`config.mk`:
```
export PLATFORM = sky130hd
export DESIGN_NAME = vslc_scan_scheduler_flat
export DESIGN_NICKNAME = d
export VERILOG_FILES = /design/src/rtl/vslc_pkg.sv /design/src/rtl/vslc_scan_scheduler_if.sv /design/src/rtl/vslc_scan_timer.sv /design/src/rtl/vslc_scan_scheduler.sv /design/src/flat_wrapper.sv
export SDC_FILE = /design/constraint.sdc
export NUM_CORES = 1
export LEC_CHECK = 0
export BUFFER_PORTS_ARGS = -buffer_cell sky130_fd_sc_hd__buf_2
export CAP_MARGIN = 15
export CORE_ASPECT_RATIO = 0.9
export CORE_MARGIN = 5
export CORE_UTILIZATION = 35
export CTS_CLUSTER_DIAMETER = 120
export DETAILED_ROUTE_END_ITERATION = 12
export HOLD_SLACK_MARGIN = 0.06
export PLACE_DENSITY_LB_ADDON = 0.25
export RECOVER_POWER = 25
export SYNTH_ARGS = -nofsm -noshare
export SYNTH_HDL_FRONTEND = slang
export SYNTH_SLANG_ARGS = --single-unit
```
`constraint.sdc`:
```
create_clock -name clk -period 10.15 [get_ports clk]
set_clock_uncertainty 0.2 [all_clocks]
set_input_delay 1.5225 -clock clk [delete_from_list [all_inputs] [get_ports clk]]
set_output_delay 1.5225 -clock clk [all_outputs]
set_load 0.01 [all_outputs]
```
`src/rtl/vslc_pkg.sv`:
```
// Shared types and constants for the VSLC scan scheduler.
package vslc_pkg;

    typedef enum logic [2:0] {
        ST_IDLE    = 3'd0,
        ST_SAMPLE  = 3'd1,
        ST_RESTART = 3'd2,
        ST_EXEC    = 3'd3,
        ST_COMMIT  = 3'd4,
        ST_WAIT    = 3'd5,
        ST_FAULT   = 3'd6
    } scan_state_t;

    // SAMPLE + RESTART + one EXEC cycle + COMMIT
    localparam int SCAN_MIN_LEN = 4;

    localparam int WDOG_LIMIT_DEFAULT = 65535;

endpackage

```
`src/rtl/vslc_scan_scheduler_if.sv`:
```
// Pin/core-facing signal bundle of the scan scheduler.
interface vslc_scan_scheduler_if #(
    parameter int PERIOD_W = 24,
    parameter int CNT_W    = 16
);
    logic                en;
    logic [PERIOD_W-1:0] period;
    logic [7:0]          ui_in;
    logic                core_done;
    logic                overrun_clr;

    logic [7:0]          in_image;
    logic                in_strobe;
    logic                core_restart;
    logic                core_run;
    logic                out_commit;
    logic                scan_cycle_clk;
    logic                overrun;
    logic                fault;
    logic [CNT_W-1:0]    scan_count;
    logic [CNT_W-1:0]    last_scan_len;

    modport master (
        output en, period, ui_in, core_done, overrun_clr,
        input  in_image, in_strobe, core_restart, core_run, out_commit,
               scan_cycle_clk, overrun, fault, scan_count, last_scan_len
    );

    modport slave (
        input  en, period, ui_in, core_done, overrun_clr,
        output in_image, in_strobe, core_restart, core_run, out_commit,
               scan_cycle_clk, overrun, fault, scan_count, last_scan_len
    );

endinterface

```
`src/rtl/vslc_scan_timer.sv`:
```
// Scan period timer: loads 1 on SAMPLE, saturating increment, expire when timer+1 >= period.
module vslc_scan_timer
    import vslc_pkg::*;
#(
    parameter int PERIOD_W = 24
) (
    input  logic                clk,
    input  logic                rst,
    input  logic                load_i,
    input  logic                inc_i,
    input  logic [PERIOD_W-1:0] period_q_i,
    output logic [PERIOD_W-1:0] timer_o,
    output logic                expire_o
);

    logic [PERIOD_W-1:0] timer_q;
    logic [PERIOD_W-1:0] timer_d;
    logic [PERIOD_W:0]   timer_p1;

    assign timer_p1 = {1'b0, timer_q} + (PERIOD_W+1)'(1);

    always_comb begin
        timer_d = timer_q;
        if (load_i) begin
            timer_d = PERIOD_W'(1);
        end else if (inc_i && !(&timer_q)) begin
            timer_d = timer_p1[PERIOD_W-1:0];
        end
    end

    always_ff @(posedge clk) begin
        if (rst) begin
            timer_q <= '0;
        end else begin
            timer_q <= timer_d;
        end
    end

    assign timer_o  = timer_q;
    assign expire_o = (timer_p1 >= {1'b0, period_q_i});

endmodule

```
`src/rtl/vslc_scan_scheduler.sv`:
```
// Sequences one VSLC core scan: sample inputs, restart core, execute, commit, pad to period.
//
// state   | meaning
// IDLE    | waiting for en
// SAMPLE  | latch ui_in and period, toggle scan_cycle_clk
// RESTART | core PC reset pulse
// EXEC    | core running until core_done or watchdog
// COMMIT  | core outputs latch, scan statistics update
// WAIT    | pad scan out to the sampled period
// FAULT   | watchdog expired, held until rst
module vslc_scan_scheduler
    import vslc_pkg::*;
#(
    parameter int PERIOD_W   = 24,
    parameter int WDOG_LIMIT = WDOG_LIMIT_DEFAULT,
    parameter int CNT_W      = 16
) (
    input  logic                  clk,
    input  logic                  rst,
    vslc_scan_scheduler_if.slave  bus
);

    localparam int EXEC_W = $clog2(WDOG_LIMIT + 1);

    scan_state_t         state_q, state_d;
    logic [PERIOD_W-1:0] period_q;
    logic [EXEC_W-1:0]   exec_cnt_q;
    logic [7:0]          in_image_q;
    logic                in_strobe_q, core_restart_q, core_run_q, out_commit_q;
    logic                scan_clk_q, overrun_q, fault_q;
    logic [CNT_W-1:0]    scan_count_q, last_len_q;

    logic [PERIOD_W-1:0] timer;
    logic                expire;
    logic                wdog_hit;
    logic [PERIOD_W-1:0] eff_period;
    logic                scan_late;
    logic [PERIOD_W:0]   len_p1;
    logic [CNT_W-1:0]    len_sat;

    vslc_scan_timer #(.PERIOD_W(PERIOD_W)) u_timer (
        .clk        (clk),
        .rst        (rst),
        .load_i     (state_q == ST_SAMPLE),
        .inc_i      (state_q inside {ST_RESTART, ST_EXEC, ST_COMMIT, ST_WAIT}),
        .period_q_i (period_q),
        .timer_o    (timer),
        .expire_o   (expire)
    );

    assign wdog_hit = (exec_cnt_q == EXEC_W'(WDOG_LIMIT - 1));

    // Periods below the natural minimum cannot be met, so they never flag overrun.
    assign eff_period = (period_q < PERIOD_W'(SCAN_MIN_LEN)) ? PERIOD_W'(SCAN_MIN_LEN) : period_q;
    assign scan_late  = (timer >= eff_period);

    assign len_p1  = {1'b0, timer} + (PERIOD_W+1)'(1);
    assign len_sat = (|len_p1[PERIOD_W:CNT_W]) ? {CNT_W{1'b1}} : len_p1[CNT_W-1:0];

    always_comb begin
        state_d = state_q;
        case (state_q)
            ST_IDLE:    if (bus.en) state_d = ST_SAMPLE;
            ST_SAMPLE:  state_d = ST_RESTART;
            ST_RESTART: state_d = ST_EXEC;
            ST_EXEC: begin
                if (bus.core_done)  state_d = ST_COMMIT;
                else if (wdog_hit)  state_d = ST_FAULT;
            end
            ST_COMMIT, ST_WAIT: begin
                if (expire) state_d = bus.en ? ST_SAMPLE : ST_IDLE;
                else        state_d = ST_WAIT;
            end
            ST_FAULT:   state_d = ST_FAULT;
            default:    state_d = ST_IDLE;
        endcase
    end

    // Strobes are registered from the next state so they line up with the state cycle.
    always_ff @(posedge clk) begin
        if (rst) begin
            state_q        <= ST_IDLE;
            period_q       <= '0;
            exec_cnt_q     <= '0;
            in_image_q     <= '0;
            in_strobe_q    <= 1'b0;
            core_restart_q <= 1'b0;
            core_run_q     <= 1'b0;
            out_commit_q   <= 1'b0;
            scan_clk_q     <= 1'b0;
            overrun_q      <= 1'b0;
            fault_q        <= 1'b0;
            scan_count_q   <= '0;
            last_len_q     <= '0;
        end else begin
            state_q        <= state_d;
            in_strobe_q    <= (state_d == ST_SAMPLE);
            core_restart_q <= (state_d == ST_RESTART);
            core_run_q     <= (state_d == ST_EXEC);
            out_commit_q   <= (state_d == ST_COMMIT);
            if (state_d == ST_SAMPLE) scan_clk_q <= ~scan_clk_q;
            if (state_d == ST_FAULT)  fault_q    <= 1'b1;

            if (state_q == ST_SAMPLE) begin
                in_image_q <= bus.ui_in;
                period_q   <= bus.period;
            end

            if (state_q == ST_RESTART)   exec_cnt_q <= '0;
            else if (state_q == ST_EXEC) exec_cnt_q <= exec_cnt_q + EXEC_W'(1);

            if (state_q == ST_COMMIT) begin
                scan_count_q <= scan_count_q + CNT_W'(1);
                last_len_q   <= len_sat;
            end

            if (state_q == ST_COMMIT && scan_late) overrun_q <= 1'b1;
            else if (bus.overrun_clr)              overrun_q <= 1'b0;
        end
    end

    assign bus.in_image       = in_image_q;
    assign bus.in_strobe      = in_strobe_q;
    assign bus.core_restart   = core_restart_q;
    assign bus.core_run       = core_run_q;
    assign bus.out_commit     = out_commit_q;
    assign bus.scan_cycle_clk = scan_clk_q;
    assign bus.overrun        = overrun_q;
    assign bus.fault          = fault_q;
    assign bus.scan_count     = scan_count_q;
    assign bus.last_scan_len  = last_len_q;

endmodule

```
`src/flat_wrapper.sv`:
```
// flat-port wrapper written by rule: the top's interface ports become plain ports
module vslc_scan_scheduler_flat import vslc_pkg::*;
#(
    parameter int PERIOD_W   = 24,
    parameter int WDOG_LIMIT = WDOG_LIMIT_DEFAULT,
    parameter int CNT_W      = 16
)
  (clk, rst, bus_en, bus_period, bus_ui_in, bus_core_done, bus_overrun_clr, bus_in_image, bus_in_strobe, bus_core_restart, bus_core_run, bus_out_commit, bus_scan_cycle_clk, bus_overrun, bus_fault, bus_scan_count, bus_last_scan_len);
  vslc_scan_scheduler_if #(.PERIOD_W(PERIOD_W), .CNT_W(CNT_W)) bus_i ();
  input  logic clk;
  input  logic rst;
  input wire logic [$bits(bus_i.en)-1:0] bus_en;
  input wire logic [$bits(bus_i.period)-1:0] bus_period;
  input wire logic [$bits(bus_i.ui_in)-1:0] bus_ui_in;
  input wire logic [$bits(bus_i.core_done)-1:0] bus_core_done;
  input wire logic [$bits(bus_i.overrun_clr)-1:0] bus_overrun_clr;
  output wire logic [$bits(bus_i.in_image)-1:0] bus_in_image;
  output wire logic [$bits(bus_i.in_strobe)-1:0] bus_in_strobe;
  output wire logic [$bits(bus_i.core_restart)-1:0] bus_core_restart;
  output wire logic [$bits(bus_i.core_run)-1:0] bus_core_run;
  output wire logic [$bits(bus_i.out_commit)-1:0] bus_out_commit;
  output wire logic [$bits(bus_i.scan_cycle_clk)-1:0] bus_scan_cycle_clk;
  output wire logic [$bits(bus_i.overrun)-1:0] bus_overrun;
  output wire logic [$bits(bus_i.fault)-1:0] bus_fault;
  output wire logic [$bits(bus_i.scan_count)-1:0] bus_scan_count;
  output wire logic [$bits(bus_i.last_scan_len)-1:0] bus_last_scan_len;
  assign bus_i.en = bus_en;
  assign bus_i.period = bus_period;
  assign bus_i.ui_in = bus_ui_in;
  assign bus_i.core_done = bus_core_done;
  assign bus_i.overrun_clr = bus_overrun_clr;
  assign bus_in_image = bus_i.in_image;
  assign bus_in_strobe = bus_i.in_strobe;
  assign bus_core_restart = bus_i.core_restart;
  assign bus_core_run = bus_i.core_run;
  assign bus_out_commit = bus_i.out_commit;
  assign bus_scan_cycle_clk = bus_i.scan_cycle_clk;
  assign bus_overrun = bus_i.overrun;
  assign bus_fault = bus_i.fault;
  assign bus_scan_count = bus_i.scan_count;
  assign bus_last_scan_len = bus_i.last_scan_len;
  vslc_scan_scheduler #(.PERIOD_W(PERIOD_W), .WDOG_LIMIT(WDOG_LIMIT), .CNT_W(CNT_W)) u_core (.clk(clk), .rst(rst), .bus(bus_i));
endmodule
```
Word level (Yosys, flattened, before mapping)
Index checks and enable logic that the tools add are counted.
{"block": "word_totals", "regBits": 114, "in_bits": 37, "output_inout_bits": 47, "word_cells": 58}
{"block": "classes", "addsub": 3, "magnitude_cmp": 3, "n_eq_ne": 12, "mux": 12, "bitwise": 1, "n_reduce_logical": 12}
{"op": "$add 16x1->16 const B", "n": 2}
{"op": "$add 24x1->25 const B", "n": 1}
{"op": "$ge 25x24->1", "n": 1}
{"op": "$ge 24x24->1", "n": 1}
{"op": "$lt 24x3->1 const B", "n": 1}
{"op": "$mux 24", "n": 1}
{"op": "$reduce_and 24->1", "n": 1}
{"op": "$pmux 3 s6", "n": 1}
{"op": "$eq 16x16->1 const B", "n": 1}
{"op": "$mux 16", "n": 1}
{"op": "$eq 3x3->1 const B", "n": 5}
{"op": "$eq 3x2->1 const B", "n": 4}
{"op": "$mux 3", "n": 4}
{"op": "$reduce_or 9->1", "n": 1}
{"op": "$eq 3x1->1 const B", "n": 2}
{"op": "$reduce_or 2->1", "n": 3}
{"op": "$mux 1", "n": 5}
{"op": "$reduce_bool 2->1", "n": 2}
{"op": "$reduce_bool 4->1", "n": 1}
{"op": "$logic_not 3->1", "n": 1}
{"op": "$logic_and 1x1->1", "n": 2}
{"op": "$logic_not 1->1", "n": 1}
{"op": "$not 1->1", "n": 1}

Logic depth before layout (Yosys ltp)
{"block": "depth", "depth_word": 5, "depth_mapped": 15, "ltp_nobuf": 14}

By module
A second synthesis with hierarchy kept.
{"block": "hier_totals", "hier_cells": 838, "hier_area_um2": 6821.5}
{"mod": "vslc_scan_scheduler", "n_inst": 1, "cells_each": 556, "area_each_um2": 4594.4, "seq_area_each_um2": 1801.7}
{"mod": "vslc_scan_timer", "n_inst": 1, "cells_each": 282, "area_each_um2": 2227.1, "seq_area_each_um2": 480.5}

Least setup slack after synthesis
No wires, ideal clock.
{"block": "synth_timing", "path_type": "reg2reg", "start": "register u_core.u_timer.timer_q[0] (netlist: u_core.u_timer.timer_o[0])", "end": "register u_core.scan_clk_q (netlist: u_core.bus.scan_cycle_clk)", "arrival_time_ns": 3.124, "slack_ns": 6.711, "stages_incl_launch_ff": 15, "cell_sequence": "dfxtp_1 > ha_1 > nand3_2 > nor3_1 > and4_1 > xnor2_1 > inv_1 > ha_1 > nand4_1 > nor3_1 > o21ai_0 > o31ai_1 > a211oi_2 > o31a_1 > o21a_1"}
{"block": "synth_between", "elab_chain_len": 5}
{"item": "start, declared", "line_no": "vslc_scan_timer.sv:16", "text": "logic [PERIOD_W-1:0] timer_q;"}
{"item": "start signal, assigned", "line_no": "vslc_scan_timer.sv:35", "text": "timer_q <= timer_d;"}
{"item": "$add 24x1->25"}
{"item": "via u_core.len_p1[14]", "line_no": "vslc_scan_scheduler.sv:38", "text": "logic [PERIOD_W:0] len_p1;"}
{"item": "$ge 25x24->1", "line_no": "vslc_scan_timer.sv:40", "text": "assign expire_o = (timer_p1 >= {1'b0, period_q_i});"}
{"item": "$mux 3", "line_no": "vslc_scan_scheduler.sv:71", "text": "if (expire) state_d = bus.en ? ST_SAMPLE : ST_IDLE;"}
{"item": "$pmux 3 s6", "line_no": "vslc_scan_scheduler.sv:62", "text": "case (state_q)"}
{"item": "$eq 3x1->1", "line_no": "vslc_scan_scheduler.sv:101", "text": "if (state_d == ST_SAMPLE) scan_clk_q <= ~scan_clk_q;"}
{"item": "end signal, assigned", "line_no": "vslc_scan_scheduler.sv:101"}
{"item": "end, declared", "line_no": "vslc_scan_scheduler.sv:30", "text": "logic scan_clk_q, overrun_q, fault_q;"}
The timed path passes the listed nets, and every way through them passes these cells.
A chain may end at the register's enable or synchronous reset.

Worst setup path after layout
{"block": "layout_timing", "start": "input rst", "end": "register u_core.u_timer.timer_q[8] (netlist: u_core.u_timer.timer_o[8])"}
{"block": "layout_between", "elab_chain_len": 1}
{"item": "start, declared", "line_no": "flat_wrapper.sv:11", "text": "input logic rst;"}
{"item": "$reduce_or 2->1 (no line)"}
No other way between the ends.

==> key figures <==
Drt
  • Via count: 5469
  • DRT Wirelength: 16300 um
  • Initial DRC count: 263
  • Antenna-violating nets left: 0
  • First drt pass iteration count: 4
  • Wire per inst: ~15 um
  • Drt drc: 0
  • Number of vias per cell: 4.92

Clock tree
  • H-Tree Depth: 4
  • CTS Buffer Depth: 2
  • Clock slew at reported path FFs: 0.05 ns
  • CTS Buf Count: 17
  • Clock sinks: 114
  • Clock Tree Root: clkbuf_16
  • CTS resizes: 0
  • CTS tree: done
  • Post-CTS Setup Bufs: 0
  • Post-CTS Hold Fix Bufs: 0
  • Clock Latency Late Sink: 0.42 ns

Global route
  • Vias in the first global route: 5308
  • Grt ovf: 0
  • First-pass GRT wire length: between 20000 and 30000 um
  • Antenna violations before repair: 0
  • Largest net degree at the start of global routing: between 50 and 60
  • GRT Overall Usage: 0.167

Synthesis
  • Synth Area in Adders: 0.109
  • Main area contributors after synthesis: dfxtp_1 (36%), ha_1 (11%), nand2_1 (6.9%)
  • Mux share of post-synthesis cell area: 0.00159
  • Share of the synthesized area in the top cell type: 0.363
  • Seq/Total Area, Yosys: 0.363
  • Most numerous cell in the Yosys netlist: nand2_1
  • Post-Synth XOR/XNOR Area: 0.0931
  • Post-synth top area cell: dfxtp_1
  • Yosys warning count: 0
  • Largest family of logic cells by synthesized area: simple AND/OR/NAND/NOR gates
  • Compound-Gate Fraction of Synth Area: 0.126
  • Post-synthesis simple-gate area fraction: 0.244
  • Post-synthesis cell type count: 55
  • Mapped cell area: 6290 um2
  • Post-synth top cells: nand2_1 (116), dfxtp_1 (114), a21oi_1 (77), inv_1 (69), nor2_1 (64)
  • Synthesis-stage register bit count: approximately 110
  • Post-synth EDFFs: 0
  • Async SR Flop Fraction: 0
  • Syn Inst Count: about 790
  • Ys flop type: dfxtp_1
  • Post-Synthesis Mean Instance Area: 8.01 um2
  • Syn_nets: around 880

Pwr
  • Clock Power Share: 0.468
  • Int Pwr: 0.984 mW
  • Power Total: 1.37 mW
  • NetSw: approximately 0.38 mW
  • LEAKAGE: 3.22 nW
  • Sw frac: 0.279
  • Peak supply drop: 0.104 mV
  • Power share of the combinational group: 0.165
  • Pwr Density: approximately 180 nW/um2
  • Sequential share of power: 0.368

STA
  • Slew headroom: -0.651
  • Slew Viols, Final: 55
  • Final setup fails: 0
  • Slew of the pin with the lowest slew margin: 2.48 ns
  • Max Fclk: roughly 180 MHz
  • RSZ-0062 raised after global routing: no
  • Post-route minimum period: 5.47 ns
  • Fin. Hold Viols: 0
  • Setup TNS: 0 ns
  • Final period utilization: 0.539

Place
  • Detailed placement HPWL: 12000 um
  • Count of input and output buffers: between 80 and 90
  • RePlAce Congestion: a little under 0.9

Finish
  • Nets: 951
  • Area growth syn-to-layout: 19.7%
  • N_diodes: 0
  • Layout cells sized above 1: 0.153
  • Multi-input logic area: 3610 um2
  • Fillers: 1807
  • Sequential cell area: roughly 2300 um2

Run status
  • Failing checks: capacitance limit, slew limit
  • Run status: finished with violations

Worst setup path
  • R2R Path Start: u_core.u_timer.timer_o[0]
  • Crit Path Category: primary input to flip-flop
  • CP Capture Type: flip-flop
  • CP Launch Type: primary input
  • R2R Setup Slk: ~6.0 ns
  • CP Data Required Time: between 10 and 15 ns
  • CP Launch Point: rst
  • Worst R2R Path Depth: 14
  • CP endpoint: u_core.u_timer.timer_o[8]
  • Worst Path Max Fanout: 54
  • WP data arrival: 5.54 ns
  • FF-to-FF End: u_core.bus.scan_cycle_clk

Hold path
  • Hold WC Path Type: flip-flop to flip-flop
  • Hold path start: u_core.bus.in_image[6]
  • Hold depth: 2

Flow run
  • Max_cap viols: 1

Floorplanning
  • Io pins: 84
  • Starting Density: 0.356
  • Rows: 46
  • Width of the die: between 150 and 200 um
  • Area of the core: 17700 um2
  • Die footprint: 20700 um2
  • Die H: 137 um
layout make-up:
class	instances	area share
inverter	70	0.0349
multi-input combinational	569	0.480
tap	240	0.0399
clock buffer	22	0.0630
sequential	114	0.303
clock inverter	10	0.0206
timing repair buffer	87	0.0587
layout by cell type, fill, tap and decap left out, types with 2 or more instances in the layout:
master and n:
clkbuf_8 3, nor3_1 15, nor4b_1 2, nor3_4 2
nand2b_1 6, a21oi_1 77, or3_1 12, inv_1 69
and3b_1 2, a211oi_1 4, o21a_1 2, and4_1 5
a21o_1 8, clkbuf_16 17, nor4_1 9, nand3_1 21
dfxtp_1 114, o2111ai_1 2, a2111oi_0 2, clkbuf_1 3
nor2_1 64, or3_4 2, nand4_1 20, ha_1 55
o21bai_1 2, and2_1 3, bufinv_16 4, nor2b_1 7
buf_4 3, xor2_1 37, and3_1 8, buf_2 83
clkinvlp_4 2, clkinv_2 4, or2_2 2, o21ai_0 35
nand2_1 116, xnor2_1 28
registers in the layout, indices dropped and copies added (netlist names), 3 cells and up:
name and flops:
u_core.bus.scan_count 16, u_core.u_timer.timer_o 24, u_core.state_q 3, u_core.exec_cnt_q 16, u_core.bus.last_scan_len 16, u_core.bus.in_image 8, u_core.period_q 24
layer usage:
| metal | global-route usage | vias up | routed length [um] |
|---|---|---|---|
| li1 | - | 2814 | - |
| met1 | 0.240 | 2496 | 8460 |
| met2 | 0.246 | 140 | 6620 |
| met3 | 0.0434 | 19 | 1040 |
| met4 | 0.0463 | 0 | 197 |
| met5 | 0 | - | 0 |
cells by family (layout without fill, tap and decap cells):
| kind of cell | count (synthesis) | count (layout) |
|---|---|---|
| AOI/OAI and AO/OA | 141 | 141 |
| adders and majority gates | 55 | 55 |
| DFF | 114 | 114 |
| and+or+nand+nor | 306 | 306 |
| buffers and inverters | 102 | 189 |
| muxes | 1 | 1 |
| xor gates and xnor gates | 66 | 66 |
power groups by stage:
stage / Sequential [mW] / Clock (mW) / Combinational [mW]
floorplan: 0.504 / 0 / 0.154
global placement: 0.511 / 0 / 0.225
detailed placement: 0.511 / 0 / 0.225
CTS: 0.502 / 0.653 / 0.227
global route: 0.505 / 0.671 / 0.258
finish: 0.502 / 0.638 / 0.225
worst max-delay path, cell delays in order:
cell,delay [ns]
buf_2,0.07
clkbuf_1,1.75
inv_1,1.06
nand2_1,0.99
nor2_1,0.11
how the worst min path moves through the flow:
stage / end / slack, ns
final: u_core.bus.in_image[6] / 0.25
after floorplan: u_core.period_q[0] / 0.25
after global routing: u_core.bus.in_image[5] / 0.27
after global placement: u_core.bus.in_image[1] / 0.24
after detailed placement: u_core.bus.in_image[6] / 0.25
after CTS: u_core.bus.in_image[6] / 0.25
stage by stage:
step	std cells	area [um2]	util	worst slack [ns]	hold slack (ns)
4_1_cts	1112	7530	0.426	6.05	0.253
3_3_place_gp	1080	6900	0.391	6.20	0.241
5_1_grt	1112	7530	0.426	4.19	0.272
3_5_place_dp	1080	6900	0.391	6.10	0.246
6_report	1112	7530	0.426	4.68	0.252
2_1_floorplan	785	6290	-	6.71	0.248
Power figures use the tool's default switching activity.
